$ cat config.mk
export PLATFORM = sky130hd
export DESIGN_NAME = spi_master_ctrl
export DESIGN_NICKNAME = d
export VERILOG_FILES = /design/src/rtl/spi_pkg.sv /design/src/rtl/spi_clk_div.sv /design/src/rtl/spi_master_ctrl.sv
export SDC_FILE = /design/constraint.sdc
export NUM_CORES = 1
export LEC_CHECK = 0
export ABC_AREA = 1
export CORE_ASPECT_RATIO = 0.7
export CORE_MARGIN = 2
export CORE_UTILIZATION = 39
export CTS_BUF_LIST = sky130_fd_sc_hd__clkbuf_4 sky130_fd_sc_hd__clkbuf_8
export CTS_CLUSTER_SIZE = 10
export DETAILED_ROUTE_END_ITERATION = 6
export PLACE_DENSITY_LB_ADDON = 0.15
export SLEW_MARGIN = 20
export SYNTH_ARGS = -nofsm -noshare
export SYNTH_HDL_FRONTEND = slang
export SYNTH_SLANG_ARGS = --single-unit
export TNS_END_PERCENT = 10
$ cat constraint.sdc
create_clock -name CLK -period 2.3 [get_ports CLK]
set_input_delay 0.46 -clock CLK [delete_from_list [all_inputs] [get_ports CLK]]
set_output_delay 0.46 -clock CLK [all_outputs]
set_load 0.02 [all_outputs]
$ cat src/rtl/spi_pkg.sv
// Shared types and default sizing for the SPI master controller.
package spi_pkg;

    localparam int unsigned SPI_DATA_W  = 8;
    localparam int unsigned SPI_CLK_DIV = 4;
    localparam int unsigned SPI_CS_GAP  = 2;

    // Transfer sequencing states of the master FSM.
    typedef enum logic [2:0] {
        IDLE,
        SETUP,
        SCK_HI,
        SCK_LO,
        HOLD,
        GAP
    } spi_mst_state_t;

endpackage

$ cat src/rtl/spi_clk_div.sv
// Phase-tick generator: pulses tick_o on the last CLK cycle of every CLK_DIV-cycle phase.
module spi_clk_div
    import spi_pkg::*;
#(
    parameter int unsigned CLK_DIV = SPI_CLK_DIV
) (
    input  logic clk_i,
    input  logic rst_i,
    input  logic clear_i,
    output logic tick_o
);

    localparam int unsigned CntW = (CLK_DIV > 1) ? $clog2(CLK_DIV) : 1;

    logic [CntW-1:0] div_cnt_q;

    assign tick_o = (div_cnt_q == CntW'(CLK_DIV - 1));

    // Count 0..CLK_DIV-1, wrapping at each phase boundary; held at 0 while cleared.
    always_ff @(posedge clk_i or posedge rst_i) begin
        if (rst_i) begin
            div_cnt_q <= '0;
        end else if (clear_i || tick_o) begin
            div_cnt_q <= '0;
        end else begin
            div_cnt_q <= div_cnt_q + 1'b1;
        end
    end

endmodule

$ cat src/rtl/spi_master_ctrl.sv
// Single-transfer SPI master (mode 0, MSB first) with a valid/ready byte interface.
module spi_master_ctrl
    import spi_pkg::*;
#(
    parameter int unsigned DATA_W  = SPI_DATA_W,
    parameter int unsigned CLK_DIV = SPI_CLK_DIV,
    parameter int unsigned CS_GAP  = SPI_CS_GAP
) (
    input  logic              CLK,
    input  logic              RST,
    input  logic [DATA_W-1:0] tx_data,
    input  logic              tx_valid,
    output logic              tx_ready,
    output logic [DATA_W-1:0] rx_data,
    output logic              rx_valid,
    output logic              busy,
    output logic              SCK,
    output logic              CS,
    output logic              MOSI,
    input  logic              MISO
);

    localparam int unsigned BitW = $clog2(DATA_W);
    localparam int unsigned GapW = (CS_GAP > 1) ? $clog2(CS_GAP) : 1;

    spi_mst_state_t    state_q;
    logic [DATA_W-1:0] tx_shift_q;
    logic [DATA_W-1:0] rx_shift_q;
    logic [DATA_W-1:0] rx_data_q;
    logic [BitW-1:0]   bit_cnt_q;
    logic [GapW-1:0]   gap_cnt_q;
    logic              last_bit_q;
    logic              tx_ready_q;
    logic              rx_valid_q;
    logic              busy_q;
    logic              sck_q;
    logic              cs_q;
    logic              mosi_q;
    logic              tick;
    logic              is_last_bit;

    // The divider restarts from 0 while idle so SETUP always lasts a full phase.
    spi_clk_div #(
        .CLK_DIV (CLK_DIV)
    ) u_clk_div (
        .clk_i   (CLK),
        .rst_i   (RST),
        .clear_i (state_q == IDLE),
        .tick_o  (tick)
    );

    assign is_last_bit = (bit_cnt_q == BitW'(DATA_W - 1));

    // Transfer FSM with all interface outputs registered.
    always_ff @(posedge CLK or posedge RST) begin
        if (RST) begin
            state_q    <= IDLE;
            tx_shift_q <= '0;
            rx_shift_q <= '0;
            rx_data_q  <= '0;
            bit_cnt_q  <= '0;
            gap_cnt_q  <= '0;
            last_bit_q <= 1'b0;
            tx_ready_q <= 1'b0;
            rx_valid_q <= 1'b0;
            busy_q     <= 1'b0;
            sck_q      <= 1'b0;
            cs_q       <= 1'b1;
            mosi_q     <= 1'b0;
        end else begin
            rx_valid_q <= 1'b0;
            unique case (state_q)
                IDLE: begin
                    if (tx_ready_q && tx_valid) begin
                        tx_shift_q <= tx_data;
                        rx_shift_q <= '0;
                        bit_cnt_q  <= '0;
                        last_bit_q <= 1'b0;
                        mosi_q     <= tx_data[DATA_W-1];
                        cs_q       <= 1'b0;
                        sck_q      <= 1'b0;
                        tx_ready_q <= 1'b0;
                        busy_q     <= 1'b1;
                        state_q    <= SETUP;
                    end else begin
                        tx_ready_q <= 1'b1;
                    end
                end
                SETUP: begin
                    if (tick) begin
                        sck_q   <= 1'b1;
                        state_q <= SCK_HI;
                    end
                end
                SCK_HI: begin
                    if (tick) begin
                        sck_q      <= 1'b0;
                        rx_shift_q <= {rx_shift_q[DATA_W-2:0], MISO};
                        tx_shift_q <= tx_shift_q << 1;
                        mosi_q     <= is_last_bit ? 1'b0 : tx_shift_q[DATA_W-2];
                        // Flag the final bit here so the counter may wrap freely.
                        last_bit_q <= is_last_bit;
                        bit_cnt_q  <= bit_cnt_q + 1'b1;
                        state_q    <= SCK_LO;
                    end
                end
                SCK_LO: begin
                    if (tick) begin
                        if (last_bit_q) begin
                            state_q <= HOLD;
                        end else begin
                            sck_q   <= 1'b1;
                            state_q <= SCK_HI;
                        end
                    end
                end
                HOLD: begin
                    if (tick) begin
                        cs_q       <= 1'b1;
                        rx_data_q  <= rx_shift_q;
                        rx_valid_q <= 1'b1;
                        gap_cnt_q  <= '0;
                        state_q    <= GAP;
                    end
                end
                GAP: begin
                    if (gap_cnt_q == GapW'(CS_GAP - 1)) begin
                        tx_ready_q <= 1'b1;
                        busy_q     <= 1'b0;
                        state_q    <= IDLE;
                    end else begin
                        gap_cnt_q <= gap_cnt_q + 1'b1;
                    end
                end
                default: state_q <= IDLE;
            endcase
        end
    end

    assign tx_ready = tx_ready_q;
    assign rx_data  = rx_data_q;
    assign rx_valid = rx_valid_q;
    assign busy     = busy_q;
    assign SCK      = sck_q;
    assign CS       = cs_q;
    assign MOSI     = mosi_q;

endmodule
# Word-level counts from Yosys, hierarchy flattened

Index checks and enable logic that the tools add are counted.

Register bits after elaboration: 39
Latch bits: 0
Bits in writable memories: 0
Memory bits (read-only): 0
Input bits: 12
Output and inout bits: 14
Word-level logic and storage cells: 88
Memories: 0

$add $sub $neg: 3
Multiply operators: 0
Div/mod/pow operators: 0
Order comparisons: 0
Equality and inequality tests: 14
Shifts and indexed selects: 0
Muxes and demuxes: 41
Bitwise logic cells: 0
Reduce and logical (&&, ||, !) cells: 16

Operators with widths:

| cell                                                | number |
|---|---|
| 2-to-1 mux 3 bit                                    | 9 |
| one-hot mux 3 bit (6 select lines)                  | 1 |
| 2-to-1 mux 1 bit                                    | 16 |
| 2-to-1 mux 8 bit                                    | 2 |
| one-hot mux 8 bit (2 select lines)                  | 1 |
| 2-to-1 mux 7 bit                                    | 2 |
| one-hot mux 7 bit (2 select lines)                  | 1 |
| one-hot mux 1 bit (2 select lines)                  | 6 |
| AND reduction 6 bit                                 | 2 |
| equality test 3 bit, second input constant          | 3 |
| AND reduction 3 bit                                 | 3 |
| != test 2 x 1 -> 1 bit, second input constant       | 4 |
| nonzero test 2 bit                                  | 4 |
| equality test 3 x 2 -> 1 bit, second input constant | 2 |
| != test 2 bit, second input constant                | 3 |
| one-hot mux 3 bit (2 select lines)                  | 1 |
| AND reduction 2 bit                                 | 3 |
| one-hot mux 1 bit (4 select lines)                  | 1 |
| nonzero test 4 bit                                  | 1 |
| adder 3 x 1 -> 3 bit, second input constant         | 1 |
| equality test 3 x 1 -> 1 bit, second input constant | 1 |
| zero test 3 bit                                     | 1 |
| adder 2 x 1 -> 2 bit, second input constant         | 1 |
| equality test 2 bit, second input constant          | 1 |
| other kinds (4)                                     | 4 |

# Depth between registers and ports, before layout

Depth after elaboration: 4
Depth in mapped cells: 9
Mapped depth without buffers: 8

# Hierarchy

A second synthesis with hierarchy kept.

Cell total of the unflattened synthesis: 207
Area, all modules: 1760.4 µm²

By module, submodules not included:

| module          | instances | cells each | area an instance (µm²) | seq. area each (µm²) |
|---|---|---|---|---|
| spi_master_ctrl | 1         | 197        | 1671.6                 | 927.1 |
| spi_clk_div     | 1         | 10         | 88.8                   | 50.0 |

# Least setup slack after synthesis

OpenSTA, ideal clock, no wires.

Path kind: register -> register
Start point: register state_q[0]
End point: register rx_shift_q[2]
Setup time: 0.126 ns
Arrival time: 1.239 ns
Data required time: 2.174 ns
Slack: 0.935 ns
Stages on the path, launching flop included: 8
Path buffers: 1
Clock period less this slack: 1.365 ns
Path through: dfrtp_1 -> buf_4 -> nor2_4 -> nand3_1 -> nand3_4 -> clkinv_1 -> nand2_1 -> o21ai_0

Cells in the longest elaborated chain, start to end: 3
Elaborated cells between the ends (all ways): 7
Those cells by class: eq/ne: 3; mux: 1; reduce/logical: 3

Ends and longest elaborated chain:

| item                                                                   | line                  | RTL |
|---|---|---|
| start: declaration                                                     | spi_master_ctrl.sv:26 | `spi_mst_state_t state_q;` |
| start signal: assignment                                               | spi_master_ctrl.sv:57 | `state_q <= IDLE;` |
| start signal: assignment                                               | spi_master_ctrl.sv:84 | `state_q <= SETUP;` |
| start signal: assignment                                               | spi_master_ctrl.sv:92 | `state_q <= SCK_HI;` |
| equality test 3 x 2 -> 1 bit / zero test 3 bit (equally long branches) | spi_master_ctrl.sv:72 | `unique case (state_q)` |
| != test 2 x 1 -> 1 bit (no source line) (tied with other cells)        | -                     |  |
| AND reduction 3 bit (no source line)                                   | -                     |  |
| end signal: assignment                                                 | spi_master_ctrl.sv:98 | `rx_shift_q <= {rx_shift_q[DATA_W-2:0], MISO};` |
| end: declaration                                                       | spi_master_ctrl.sv:28 | `logic [DATA_W-1:0] rx_shift_q;` |

Parallel ways exist; a longest one is shown, timed or not.
A chain may end at the register's enable or synchronous reset.

# Final worst setup path

Start point: register cs_q (netlist: CS)
End point: output port CS

RTL lines:

| item                     | line                   | RTL |
|---|---|---|
| start: declaration       | spi_master_ctrl.sv:37  | `logic cs_q;` |
| start signal: assignment | spi_master_ctrl.sv:68  | `cs_q <= 1'b1;` |
| start signal: assignment | spi_master_ctrl.sv:80  | `cs_q <= 1'b0;` |
| start signal: assignment | spi_master_ctrl.sv:119 | `cs_q <= 1'b1;` |
| end: declaration         | spi_master_ctrl.sv:18  | `output logic CS,` |

No word-level cell between the ends.

==> summary.md <==
| Metric | Value |
|---|---|
| Slowest stage delay, CP | 600 ps |
| Cell area after synthesis | 1767 um^2 |
| Sequential area share after synthesis | 55.31% |
| Cell Rows | 20 |
| Reg power frac | 55.3% |
| Unrepaired setup endpoints after global routing | no |
| Buf/Inv on CP | 1 |
| Combinational group share of total power | 3.6% |
| Int Pwr | 985.8 uW |
| Hold WS | 439.3 ps |
| Clock sink count | 39 |
| Slew @ Worst Pin | 503.0 ps |
| Nets@finish | 246 |
| Core area | 4354 um^2 |
| Die H | 60.31 um |
| Vias per std cell | 4.760 |
| CP Launch Type | register |
| Final Cell Area | 2165 um^2 |
| Post-route ant nets | 0 |
| Largest net degree at the start of global routing | 40 |
| Fmax | 0.5315 GHz |
| ANT cells | 0 |
| Via count | 1366 |
| Status | complete, no violations |
| Total GRT Usage | 14.92% |
| Share of cells above drive strength 1 | 9.052% |
| Clk buf depth | 2 |
| Post-CTS sizing | 0 |
| Tcrit/Tclk final | 81.80% |
| Crit path DAT | 1420 ps |
| Power per cell area | 579.1 nW/um^2 |
| Mean post-synth cell area | 8.703 um^2 |
| Worst path cell trace | clkdlybuf4s50_1 |
| Cts bufs inserted | 5 |
| Die area | 5093 um^2 |
| Io pins | 26 |
| Crit-path slowest cell | clkdlybuf4s50_1 |
| Switching power | 267.8 uW |
| Clock Latency Late Sink | 290 ps |
| Synth-to-layout area growth | 22.52% |
| First-pass GRT wire length | 5.871 mm |
| Fin crit period | 1881 ps |
| Clock Skew | 2.958 ps |
| Dpl cell area | 2061 um^2 |
| Net count after synthesis | 218 |
| Die X | 84.45 um |
| Clk slew on worst S/H paths | 80 ps |
| CTS H-tree lvls | 2 |
| Cell variety after synth | 28 |
| Maximum vdd drop | 0.2453 mV |
| Most frequent cells in the layout | nand2_1 (72), dfrtp_1 (38), clkdlybuf4s50_1 (25) |
| Grt total ovfl | 0 |
| WL final | 3.417 mm |
| Vias in the first global route | 1256 |
| Ys Warns | 0 |
| DR WL/cell | 11.91 um |
| Setup crit end kind | output pin |
| CTS tree | built |
| Switching Share | 21.36% |
| Final hold vios | 0 |
| Hold Path Class | reg2reg |
| # setup viols final | 0 |
| Effective utilization at floorplan | 40.57% |
| Hold-fix buffers, CTS | 0 |
| CP Data Required Time | 1840 ps |
| IO buf count | 25 |
| Post CTS Setup Buffer Count | 0 |
| Remaining DRCs | 0 |
| Leakage | 1.042 nW |
| Initial antenna violation count | 0 |
| Largest delay share family, worst path | buffers and inverters |
| Pins Over Slew Limit | 0 |
| Slew margin rel. | 66.47% |
| GPL Wtd Cong | 0.8129 |
| Syn Inst Count | 203 |
| Setup TNS | 0 ps |
| Max-Cap Viols | 0 |
| CP max FO | 2 |
| Commonest non-fill, non-tap cell in the layout | nand2_1 |
| Root Driver | clkbuf_8 |
| Drt pass-1 iters | 4 |
| Power share of the clock group | 41.1% |
| Hpwl dp | 2.275 mm |
| #FFs+latches synth | 39 |
| Crit path kind | reg2out |
| Detailed Route Iter0 Violations | 105 |
[per-layer routing]
| layer | global-route usage [%] | vias up | routed length (um) |
|---|---|---|---|
| met4 | 5.442 | 0 | 40 |
| met2 | 22.22 | 19 | 1413 |
| met3 | 4.696 | 5 | 127 |
| met1 | 20.82 | 642 | 1835 |
| li1 | - | 700 | - |
| met5 | 0 | - | 0 |
[synth_stat cells]
cell type | number | area share, %
buf_4 | 1 | 0.43
nand4_1 | 2 | 0.71
nand3_1 | 17 | 4.8
nor2_4 | 1 | 0.64
buf_2 | 2 | 0.57
nand3_4 | 1 | 0.99
buf_6 | 2 | 1.3
clkinv_2 | 1 | 0.28
nor2_1 | 7 | 1.5
clkinv_1 | 1 | 0.21
clkbuf_1 | 2 | 0.43
dfrtp_1 | 38 | 54
nor3_1 | 1 | 0.28
nor3_2 | 1 | 0.57
a21oi_1 | 1 | 0.28
o21ai_1 | 2 | 0.57
nand2_1 | 72 | 15
o21ai_0 | 20 | 5.7
nor2_2 | 1 | 0.35
inv_1 | 17 | 3.6
dfstp_2 | 1 | 1.5
o21bai_1 | 3 | 1.3
ha_1 | 3 | 2.1
inv_2 | 1 | 0.21
nor3b_1 | 1 | 0.43
nand2_4 | 1 | 0.64
a21boi_0 | 1 | 0.43
nand3_2 | 2 | 1.1
[power by group through the flow]
stage	logic (mW)	clock network [mW]	registers, mW
3_3_place_gp	0.0466	0	0.707
6_report	0.0451	0.515	0.693
2_1_floorplan	0.0202	0	0.706
3_5_place_dp	0.0468	0	0.707
4_1_cts	0.0469	0.537	0.693
5_1_grt	0.0517	0.562	0.694
[worst paths after layout]
path,startpoint,to,slack [ps],cells past startpoint
min reg2reg,u_clk_div.div_cnt_q[0],u_clk_div.div_cnt_q[0],440,1
min,u_clk_div.div_cnt_q[0],u_clk_div.div_cnt_q[0],440,1
min in group asynchronous,RST,rx_data[6],580,3
max,CS,CS,420,1
max reg2reg,state_q[2],rx_shift_q[2],470,4
max in group asynchronous,RST,rx_shift_q[5],1360,3
[per-stage QoR]
| stage | total power, mW | util, % | instances | setup slack (ps) |
|---|---|---|---|---|
| 4_1_cts | 1.277 | 49.71 | 287 | 402.8 |
| 3_3_place_gp | 0.7536 | 47.33 | 279 | 397.1 |
| 3_5_place_dp | 0.7535 | 47.33 | 279 | 381.6 |
| 5_1_grt | 1.308 | 49.71 | 287 | 291.0 |
| 6_report | 1.254 | 49.71 | 287 | 418.6 |
| 2_1_floorplan | 0.7263 | - | 203 | 935.3 |
[logic make-up after synthesis]
family	after synthesis	synth area share, %
adder cells (fa/ha/maj)	3	2.125
AND/OR/NAND/NOR	107	27.34
AO/OA/AOI/OAI	27	8.215
flip-flops	39	55.31
buffers and inverters	27	7.011
[area by class of cell]
| type | instances | area (um^2) |
|---|---|---|
| clock inverters | 1 | 7.507 |
| fillers | 435 | 2190 |
| repair buffers | 28 | 272.8 |
| inverters | 20 | 76.32 |
| clock buffers | 7 | 96.34 |
| multi-input cells | 137 | 665.6 |
| flip-flops and latches | 39 | 977.2 |
| well taps | 55 | 68.82 |
[flip-flops by register name, indices dropped and copies added, names as in the netlist]
signal               flops
rx_valid                 1
gap_cnt_q                1
u_clk_div.div_cnt_q      2
rx_data                  8
CS                       1
busy                     1
bit_cnt_q                3
SCK                      1
last_bit_q               1
tx_ready                 1
MOSI                     1
state_q                  3
tx_shift_q               7
rx_shift_q               8
No activity file was read; power rests on OpenSTA's default activity.
